--- src/rtl/seven_seg_pkg.sv ---
// Shared constants and types for the multiplexed 7-segment hex driver.
package seven_seg_pkg;

  // Segment pattern with every segment dark, before pin polarity is applied.
  localparam logic [6:0] SEG_OFF = 7'h00;

  // Hex digit to segments, bit order {g,f,e,d,c,b,a}.
  localparam logic [6:0] HEX_SEG [16] = '{
    7'h3F, 7'h06, 7'h5B, 7'h4F, 7'h66, 7'h6D, 7'h7D, 7'h07,
    7'h7F, 7'h6F, 7'h77, 7'h7C, 7'h39, 7'h5E, 7'h79, 7'h71
  };

  // Scan phase of the current cycle.
  typedef enum logic [1:0] {
    IDLE,
    BLANK,
    SHOW
  } scan_state_t;

endpackage

--- src/rtl/hex_to_7seg.sv ---
// Combinational hex nibble to 7-segment pattern (active-high segments).
module hex_to_7seg (
  input  logic [3:0] nibble,
  output logic [6:0] seg
);
  import seven_seg_pkg::*;

  assign seg = HEX_SEG[nibble];

endmodule

--- src/rtl/seven_seg_scan_driver.sv ---
// Time-multiplexed multi-digit hex display driver with anti-ghost blanking,
// frame-synchronous value update and leading-zero suppression.
module seven_seg_scan_driver #(
  parameter int DIGITS         = 4,
  parameter int REFRESH_DIV    = 1000,
  parameter int BLANK_CYC      = 1,
  parameter bit SEG_ACTIVE_LOW = 1'b0,
  parameter bit DIG_ACTIVE_LOW = 1'b0
) (
  input  logic                  clk,
  input  logic                  rst_n,
  input  logic                  enable,
  input  logic                  load,
  input  logic [4*DIGITS-1:0]   value,
  input  logic [DIGITS-1:0]     dp_in,
  input  logic                  blank_lz,
  output logic [6:0]            seg,
  output logic                  dp,
  output logic [DIGITS-1:0]     dig_en,
  output logic                  frame_done,
  output logic                  pending
);
  import seven_seg_pkg::*;

  localparam int CNT_W = $clog2(REFRESH_DIV);
  localparam int IDX_W = (DIGITS > 1) ? $clog2(DIGITS) : 1;

  localparam logic [CNT_W-1:0]  CNT_LAST    = CNT_W'(REFRESH_DIV - 1);
  localparam logic [CNT_W-1:0]  CNT_SHOW    = CNT_W'(BLANK_CYC);
  localparam logic [IDX_W-1:0]  IDX_LAST    = IDX_W'(DIGITS - 1);
  localparam logic [6:0]        SEG_POL     = {7{SEG_ACTIVE_LOW}};
  localparam logic [DIGITS-1:0] DIG_POL     = {DIGITS{DIG_ACTIVE_LOW}};
  localparam logic [6:0]        SEG_PIN_OFF = SEG_OFF ^ SEG_POL;
  localparam logic              DP_PIN_OFF  = SEG_ACTIVE_LOW;

  logic [CNT_W-1:0]    cnt;
  logic [IDX_W-1:0]    idx;
  logic [4*DIGITS-1:0] shadow_val;
  logic [DIGITS-1:0]   shadow_dp;
  logic [4*DIGITS-1:0] disp_val;
  logic [DIGITS-1:0]   disp_dp;

  scan_state_t         state;
  logic                slot_end;
  logic                frame_wrap;
  logic                direct_write;
  logic [3:0]          nib;
  logic                nib_dp;
  logic [DIGITS-1:0]   onehot;
  logic [DIGITS-1:0]   lz_mask;
  logic                zero_run;
  logic                suppress;
  logic [6:0]          hex_seg;

  // Scan phase is decoded from the live enable and the slot counter.
  always_comb begin
    state = IDLE;
    if (enable) begin
      state = (cnt < CNT_SHOW) ? BLANK : SHOW;
    end
  end

  assign slot_end     = (state != IDLE) && (cnt == CNT_LAST);
  assign frame_wrap   = slot_end && (idx == IDX_LAST);
  // In IDLE or on the frame-wrap edge nothing is being torn, so write through.
  assign direct_write = (state == IDLE) || frame_wrap;

  // Slot counter and digit index; both park at zero while idle.
  always_ff @(posedge clk or negedge rst_n) begin
    if (!rst_n) begin
      cnt <= '0;
      idx <= '0;
    end else if (state == IDLE) begin
      cnt <= '0;
      idx <= '0;
    end else if (slot_end) begin
      cnt <= '0;
      idx <= frame_wrap ? '0 : idx + 1'b1;
    end else begin
      cnt <= cnt + 1'b1;
    end
  end

  // Shadow/display double buffer; a newer load always wins over an older shadow.
  always_ff @(posedge clk or negedge rst_n) begin
    if (!rst_n) begin
      shadow_val <= '0;
      shadow_dp  <= '0;
      disp_val   <= '0;
      disp_dp    <= '0;
      pending    <= 1'b0;
    end else if (load && direct_write) begin
      disp_val <= value;
      disp_dp  <= dp_in;
      pending  <= 1'b0;
    end else if (load) begin
      shadow_val <= value;
      shadow_dp  <= dp_in;
      pending    <= 1'b1;
    end else if (pending && direct_write) begin
      disp_val <= shadow_val;
      disp_dp  <= shadow_dp;
      pending  <= 1'b0;
    end
  end

  // Select the nibble, decimal point and enable line of the scanned digit.
  always_comb begin
    nib    = 4'h0;
    nib_dp = 1'b0;
    onehot = '0;
    for (int i = 0; i < DIGITS; i++) begin
      if (idx == IDX_W'(i)) begin
        nib       = disp_val[4*i +: 4];
        nib_dp    = disp_dp[i];
        onehot[i] = 1'b1;
      end
    end
  end

  // Mark digits in the unbroken run of zeros from the top; digit 0 always shows.
  always_comb begin
    zero_run = blank_lz;
    lz_mask  = '0;
    for (int i = DIGITS - 1; i >= 1; i--) begin
      zero_run   = zero_run && (disp_val[4*i +: 4] == 4'h0);
      lz_mask[i] = zero_run;
    end
  end

  assign suppress = |(lz_mask & onehot);

  hex_to_7seg u_hex (
    .nibble (nib),
    .seg    (hex_seg)
  );

  // Registered pins: polarity is applied last so "off" is the inactive level.
  always_ff @(posedge clk or negedge rst_n) begin
    if (!rst_n) begin
      seg        <= SEG_PIN_OFF;
      dp         <= DP_PIN_OFF;
      dig_en     <= DIG_POL;
      frame_done <= 1'b0;
    end else begin
      frame_done <= frame_wrap;
      if (state == SHOW) begin
        seg    <= (suppress ? SEG_OFF : hex_seg) ^ SEG_POL;
        dp     <= nib_dp ^ SEG_ACTIVE_LOW;
        dig_en <= onehot ^ DIG_POL;
      end else begin
        seg    <= SEG_PIN_OFF;
        dp     <= DP_PIN_OFF;
        dig_en <= DIG_POL;
      end
    end
  end

endmodule

--- config.mk ---
export PLATFORM = sky130hd
export DESIGN_NAME = seven_seg_scan_driver
export DESIGN_NICKNAME = d
export VERILOG_FILES = /design/src/rtl/seven_seg_pkg.sv /design/src/rtl/hex_to_7seg.sv /design/src/rtl/seven_seg_scan_driver.sv
export SDC_FILE = /design/constraint.sdc
export NUM_CORES = 1
export LEC_CHECK = 0
export BUFFER_PORTS_ARGS = -buffer_cell sky130_fd_sc_hd__buf_2
export CAP_MARGIN = 20
export CORE_MARGIN = 5
export CORE_UTILIZATION = 45
export DETAILED_ROUTE_END_ITERATION = 8
export PLACE_DENSITY = 0.67
export SLEW_MARGIN = 20
export SYNTH_ARGS = -nofsm -noshare
export SYNTH_HDL_FRONTEND = slang
export SYNTH_SLANG_ARGS = --single-unit
--- constraint.sdc ---
create_clock -name clk -period 2.3 [get_ports clk]
set_input_delay 0.575 -clock clk [delete_from_list [all_inputs] [get_ports clk]]
set_output_delay 0.575 -clock clk [all_outputs]
set_load 0.005 [all_outputs]
# Word-level counts from Yosys, hierarchy flattened
# Memories as Yosys holds them, arrays and structs flattened.
# Index checks and enable logic that the tools add are counted.
totals:
  ff_bits: 66
  latch_bits: 0
  ramBits: 0
  mem_bits_ro: 112
  output_inout_bits: 14
  word_cells: 79
  mem_count: 1
classes:
  add_sub_neg: 2
  mul: 0
  div_mod_pow: 0
  n_lt_le_gt_ge: 2
  n_eq_ne: 6
  n_shift: 0
  muxes: 34
  bitwise: 3
  reduce_logical: 20
mem_list:
  columns: ["memory", "words", "word_bits", "rd", "rd_ports_with_merged_regs", "write_ports", "line_no", "rtl"]
  rows:
  - ["(no name shown)", 16, 7, 1, 0, 0, "hex_to_7seg.sv:8", "assign seg = HEX_SEG[nibble];"]
op_table:
  columns: ["op", "n"]
  rows:
  - ["two-way mux 16 bit", 3]
  - ["two-way mux 4 bit", 8]
  - ["two-way mux 7 bit", 4]
  - ["two-way mux 10 bit", 2]
  - ["zero test 4 bit", 3]
  - ["two-way mux 1 bit", 12]
  - ["adder 10 x 1 -> 10 bit, second input constant", 1]
  - ["== test 10 bit, second input constant", 1]
  - ["less-than comparator 10 x 1 -> 1 bit, second input constant", 1]
  - ["two-way mux 2 bit", 5]
  - ["logical AND 1 bit", 7]
  - ["== test 2 bit, second input constant", 3]
  - ["nonzero test 2 bit", 3]
  - [">= comparator 5 bit, second input constant", 1]
  - ["NOT 4 -> 5 bit", 1]
  - ["AND 4 bit", 1]
  - ["zero test 2 bit", 2]
  - ["AND reduction 2 bit", 2]
  - ["OR reduction 4 bit", 1]
  - ["nonzero test 3 bit", 1]
  - ["adder 2 x 1 -> 2 bit, second input constant", 1]
  - ["== test 2 x 1 -> 1 bit, second input constant", 1]
  - ["!= test 2 x 1 -> 1 bit, second input constant", 1]
  - ["logical OR 1 bit", 1]
  - ["NOT 1 bit", 1]

# Logic depth before layout (Yosys ltp)
depth:
  ltp_word: 11
  mapped_depth: 11

# By module
# From an unflattened synthesis, not the netlist that was laid out.
hier_totals:
  cells_unflattened: 276
  hier_area_um2: 3418.3
modules_own_cells:
  columns: ["mod", "n_inst", "cells_per_inst", "area_per_inst_um2", "seq_area_each_um2"]
  rows:
  - ["seven_seg_scan_driver", 1, 243, 3130.5, 1651.6]
  - ["hex_to_7seg", 1, 33, 287.8, 0.0]

# Worst setup path after synthesis
# No wires, ideal clock.
synth_timing:
  path_type: "register -> register"
  from: "register idx[0]"
  to: "register seg[3]"
  setup_ps: 135
  arrival_time_ps: 2017
  required_time_ps: 2165
  path_slack_ps: 147
  stages_incl_launch_ff: 10
  n_path_buf: 1
  synth_period_minus_slack_ps: 2153
  cell_sequence: "dfrtp_1 ha_1 buf_6 nand3b_1 a211oi_1 inv_1 ha_1 inv_1 o21ai_0 a21oi_1"
synth_between:
  elab_chain_cells: 11
  word_cells_on_any_way: 20
  cone_classes: "3 x eq/ne; 12 x mux; 2 x bitwise; 2 x reduce/logical; 1 x memory"
synth_rtl:
  columns: ["item", "line_no", "rtl"]
  rows:
  - ["from (decl)", "seven_seg_scan_driver.sv:37", "logic [IDX_W-1:0] idx;"]
  - ["from (signal assigned)", "seven_seg_scan_driver.sv:78", "idx <= frame_wrap ? '0 : idx + 1'b1;"]
  - ["zero test 2 bit", "seven_seg_scan_driver.sv:113", "if (idx == IDX_W'(i)) begin"]
  - ["two-way mux 4 bit (4 in series)", "seven_seg_scan_driver.sv:113", null]
  - ["NOT 4 -> 5 bit (not written as such)", "hex_to_7seg.sv:8", null]
  - ["memory read (16 x 7 bit)", null, null]
  - ["two-way mux 7 bit (not written as such) (2 in series)", "hex_to_7seg.sv:8", null]
  - ["two-way mux 7 bit (*)", "seven_seg_scan_driver.sv:148", "seg <= (suppress ? SEG_OFF : hex_seg) ^ SEG_POL;"]
  - ["two-way mux 7 bit (*)", "seven_seg_scan_driver.sv:147", "if (state == SHOW) begin"]
  - ["to (signal assigned)", "seven_seg_scan_driver.sv:148", null]
  - ["to (decl)", "seven_seg_scan_driver.sv:17", "output logic [6:0] seg,"]
# Every way passes the cells marked *; elsewhere a longest branch is shown, timed or not. The select of a mux whose other input is x is not followed.
# A chain may end at the register's enable or synchronous reset.

# Worst setup path after layout
layout_timing:
  from: "register idx[1]"
  to: "register seg[3]"
# The elaborated chain is that of the path after synthesis.

==> reports/metrics.yaml <==
fin_setup_tns_ps: 0
min_path_type: "input port to async pin"
boundaryPins: 39
r2r_slack_ps: 210
path_clk_slew_ps: 80
crit_path_end: "seg[3]"
synth_top_area_share_pct: 49.5
drv_slew: 0
timing.rr.end: "seg[3]"
syn_area_per_cell_um2: 10.5
worstReg2RegStart: "idx[1]"
cp_num_buf_inv: 4
areaGrowthSynthToFinish_pct: 17.4
fin_crit_sh_pct: 90.7
vias: 2452
gp_congestion: 0.838
synthCells: 317
cts_max_path_buffers: 2
use_met1_pct: 22.5
rsz0062_at_grt: "false"
startpoint_type: "flip-flop"
holdBufCountCts: 0
grt_pass1_wl_mm: 11.8
gr-total-overflow: 0
grt_pass1_vias: 2471
initial_utilization_pct: 46.2
cellLeakagePower_nw: 1.75
ys_async_sr_fraction_pct: 100
grt_max_degree: 67
period_needed_ps: 2090
outcome: "completed"
slew_headroom_pct: 71.3
cpMostUsedCell: "buf_4"
synthesis.area_mm2: 0.00333
path_max_fanout: 10
dieArea_mm2: 0.00923
power_density_mw_per_mm2: 749
core_mm2: 0.00721
cap_violations: 0
worstPathRequired_ps: 2510
tightest_slew_ps: 429
yosys.area.top_type: "dfrtp_1"
use_met3_pct: 3.99
port_buffers: 38
critPathCaptureType: "flip-flop"
startpoint: "idx[1]"
initialDrtViolationCount: 80
slowest_delay_ps: 400
place_hpwl_mm: 4.76
ir_drop_mv: 0.458
synthFlopType: "dfrtp_1"
fmax_mhz: 479
antenna_found_initial: 0
drt-pass1-iter-count: 5
yosysSeqAreaShare_pct: 49.5
crit_path_cell_trace: "inv_1 > ha_2 > buf_4 > nand3b_1 > a311oi_4 > buf_4 > buf_4 > a21oi_1 > o21ai_0 > a21oi_1"
synthTopCellsByCount: "dfrtp_1, nor2_1, a21oi_1, o22ai_1, mux2_2"
yosys_warnings: 0
htree_levels: 3
cts_root_buf: "clkbuf_8"
path_class: "flip-flop to flip-flop"
syn-num-nets: 354
synth_cell_type_count: 51
cts_buffers: 9
r2r_cells: 10
die_h_um: 96.1
cts_tree: "done"
route.detailed.drc: 0
rows: 31
cp.depth: 10
drive_above_1_share_pct: 28.1
slowest_stage: "dfrtp_1"
synth_edf_count: 0
viasPerCell: 5.23
antenna_left: 0
grtUsageMet2_pct: 25.9
hold_viol: 0
clk_latency_ps: 340
post-synth-top-count-cell: "dfrtp_1"
worstPathArrival_ps: 2300
whs_ps: 236
routed_wirelength_mm: 6.76
setup_viol: 0
layout.nets: 402
grt.busiest_layer: "met2"
skew_ps: 13.7
ys_ff_latch: 66
crit_family: "buffers and inverters"
clkSinkCount: 66
grtUsageTotal_pct: 16.6
diodes: 0
die_width_um: 96.1
ys_top_cells_by_area: "dfrtp_1, mux2_2, nor2_1, ha_1, a21oi_1"
wl_per_cell_um: 14.4
-- cells by family after synthesis --
family / synth area share, %
buffers and inverters: 4.24
AND/OR/NAND/NOR: 17.7
XOR/XNOR: 2.36
adder cells (fa/ha/maj): 4.50
flip-flops: 49.5
multiplexers: 8.26
AO/OA/AOI/OAI: 13.4
-- state kept, by name, summed over array words and instances, names as in the netlist --
signal / flops
disp_val: 16
shadow_val: 16
cnt: 10
seg: 7
dig_en: 4
disp_dp: 4
shadow_dp: 4
idx: 2
dp: 1
frame_done: 1
pending: 1
-- cell type report --
cell class                      count  area [µm²]
Clock buffer                        9         124
Multi-Input combinational cell    225        1560
Sequential cell                    66        1650
Inverter                           12        45.0
Timing Repair Buffer               51         313
Tap cell                           99         124
Fill cell                         680        3300
Clock inverter                      7         101
-- stage by stage --
step	cells	worst slack, ps	instance area [µm²]	total power, mW	util [%]
after floorplan	317	147	3330	1.70	-
after global placement	452	201	3670	1.86	50.8
after detailed placement	452	159	3670	1.87	50.8
after CTS	468	153	3890	2.97	53.9
after global routing	469	7.56	3910	3.09	54.2
final	469	214	3910	2.93	54.2
-- where the power goes --
part | internal, mW | switching (mW) | leakage (nW)
Sequential | 1.29 | 0.0931 | 0.809
Combinational | 0.227 | 0.240 | 0.832
Clock | 0.617 | 0.465 | 0.106
-- placed cells by master (no fill, tap or decap), types with 3 or more instances in the layout --
cell type / n
ha_2: 4
nor3b_1: 3
nand3_1: 4
ha_1: 8
nor2b_1: 4
dfrtp_1: 66
nand2b_1: 3
nor4_1: 3
nor2_1: 52
mux2_2: 18
and3_1: 5
inv_1: 11
buf_2: 38
mux2i_1: 5
nor2_2: 3
a21oi_1: 25
nor3_1: 15
clkbuf_8: 9
xnor2_1: 8
nand3b_1: 4
o22ai_1: 20
nand2_1: 8
buf_4: 11
-- worst min-delay path by stage --
stage | from | to | slack, ps | depth (start not counted)
finish | rst_n | cnt[2] | 240 | 2
CTS | rst_n | seg[4] | 250 | 2
floorplan | rst_n | cnt[0] | 280 | 0
detailed placement | shadow_val[2] | shadow_val[2] | 480 | 1
global placement | shadow_val[4] | shadow_val[4] | 470 | 1
global route | rst_n | shadow_dp[0] | 260 | 2
-- layer usage --
layer	routed length (µm)	share of wire, %
met4	75	1.1
met1	3380	50
met5	0	0
met2	3030	45
met3	264	3.9
-- repair_timing --
action                                  in CTS  in global routing
endpoints found under the setup margin       0                  6
setup buffers                                0                  1
gates resized for setup                      0                  5
-- worst reg2reg max path: cells and delay by family, from the launching register on --
family	cells	cell delay, ps
buffers and inverters	4	650
AOI/OAI and AO/OA	4	520
and+or+nand+nor	1	190
DFF	1	400
adders and majority gates	1	210
(Power assumes the default switching activity.)
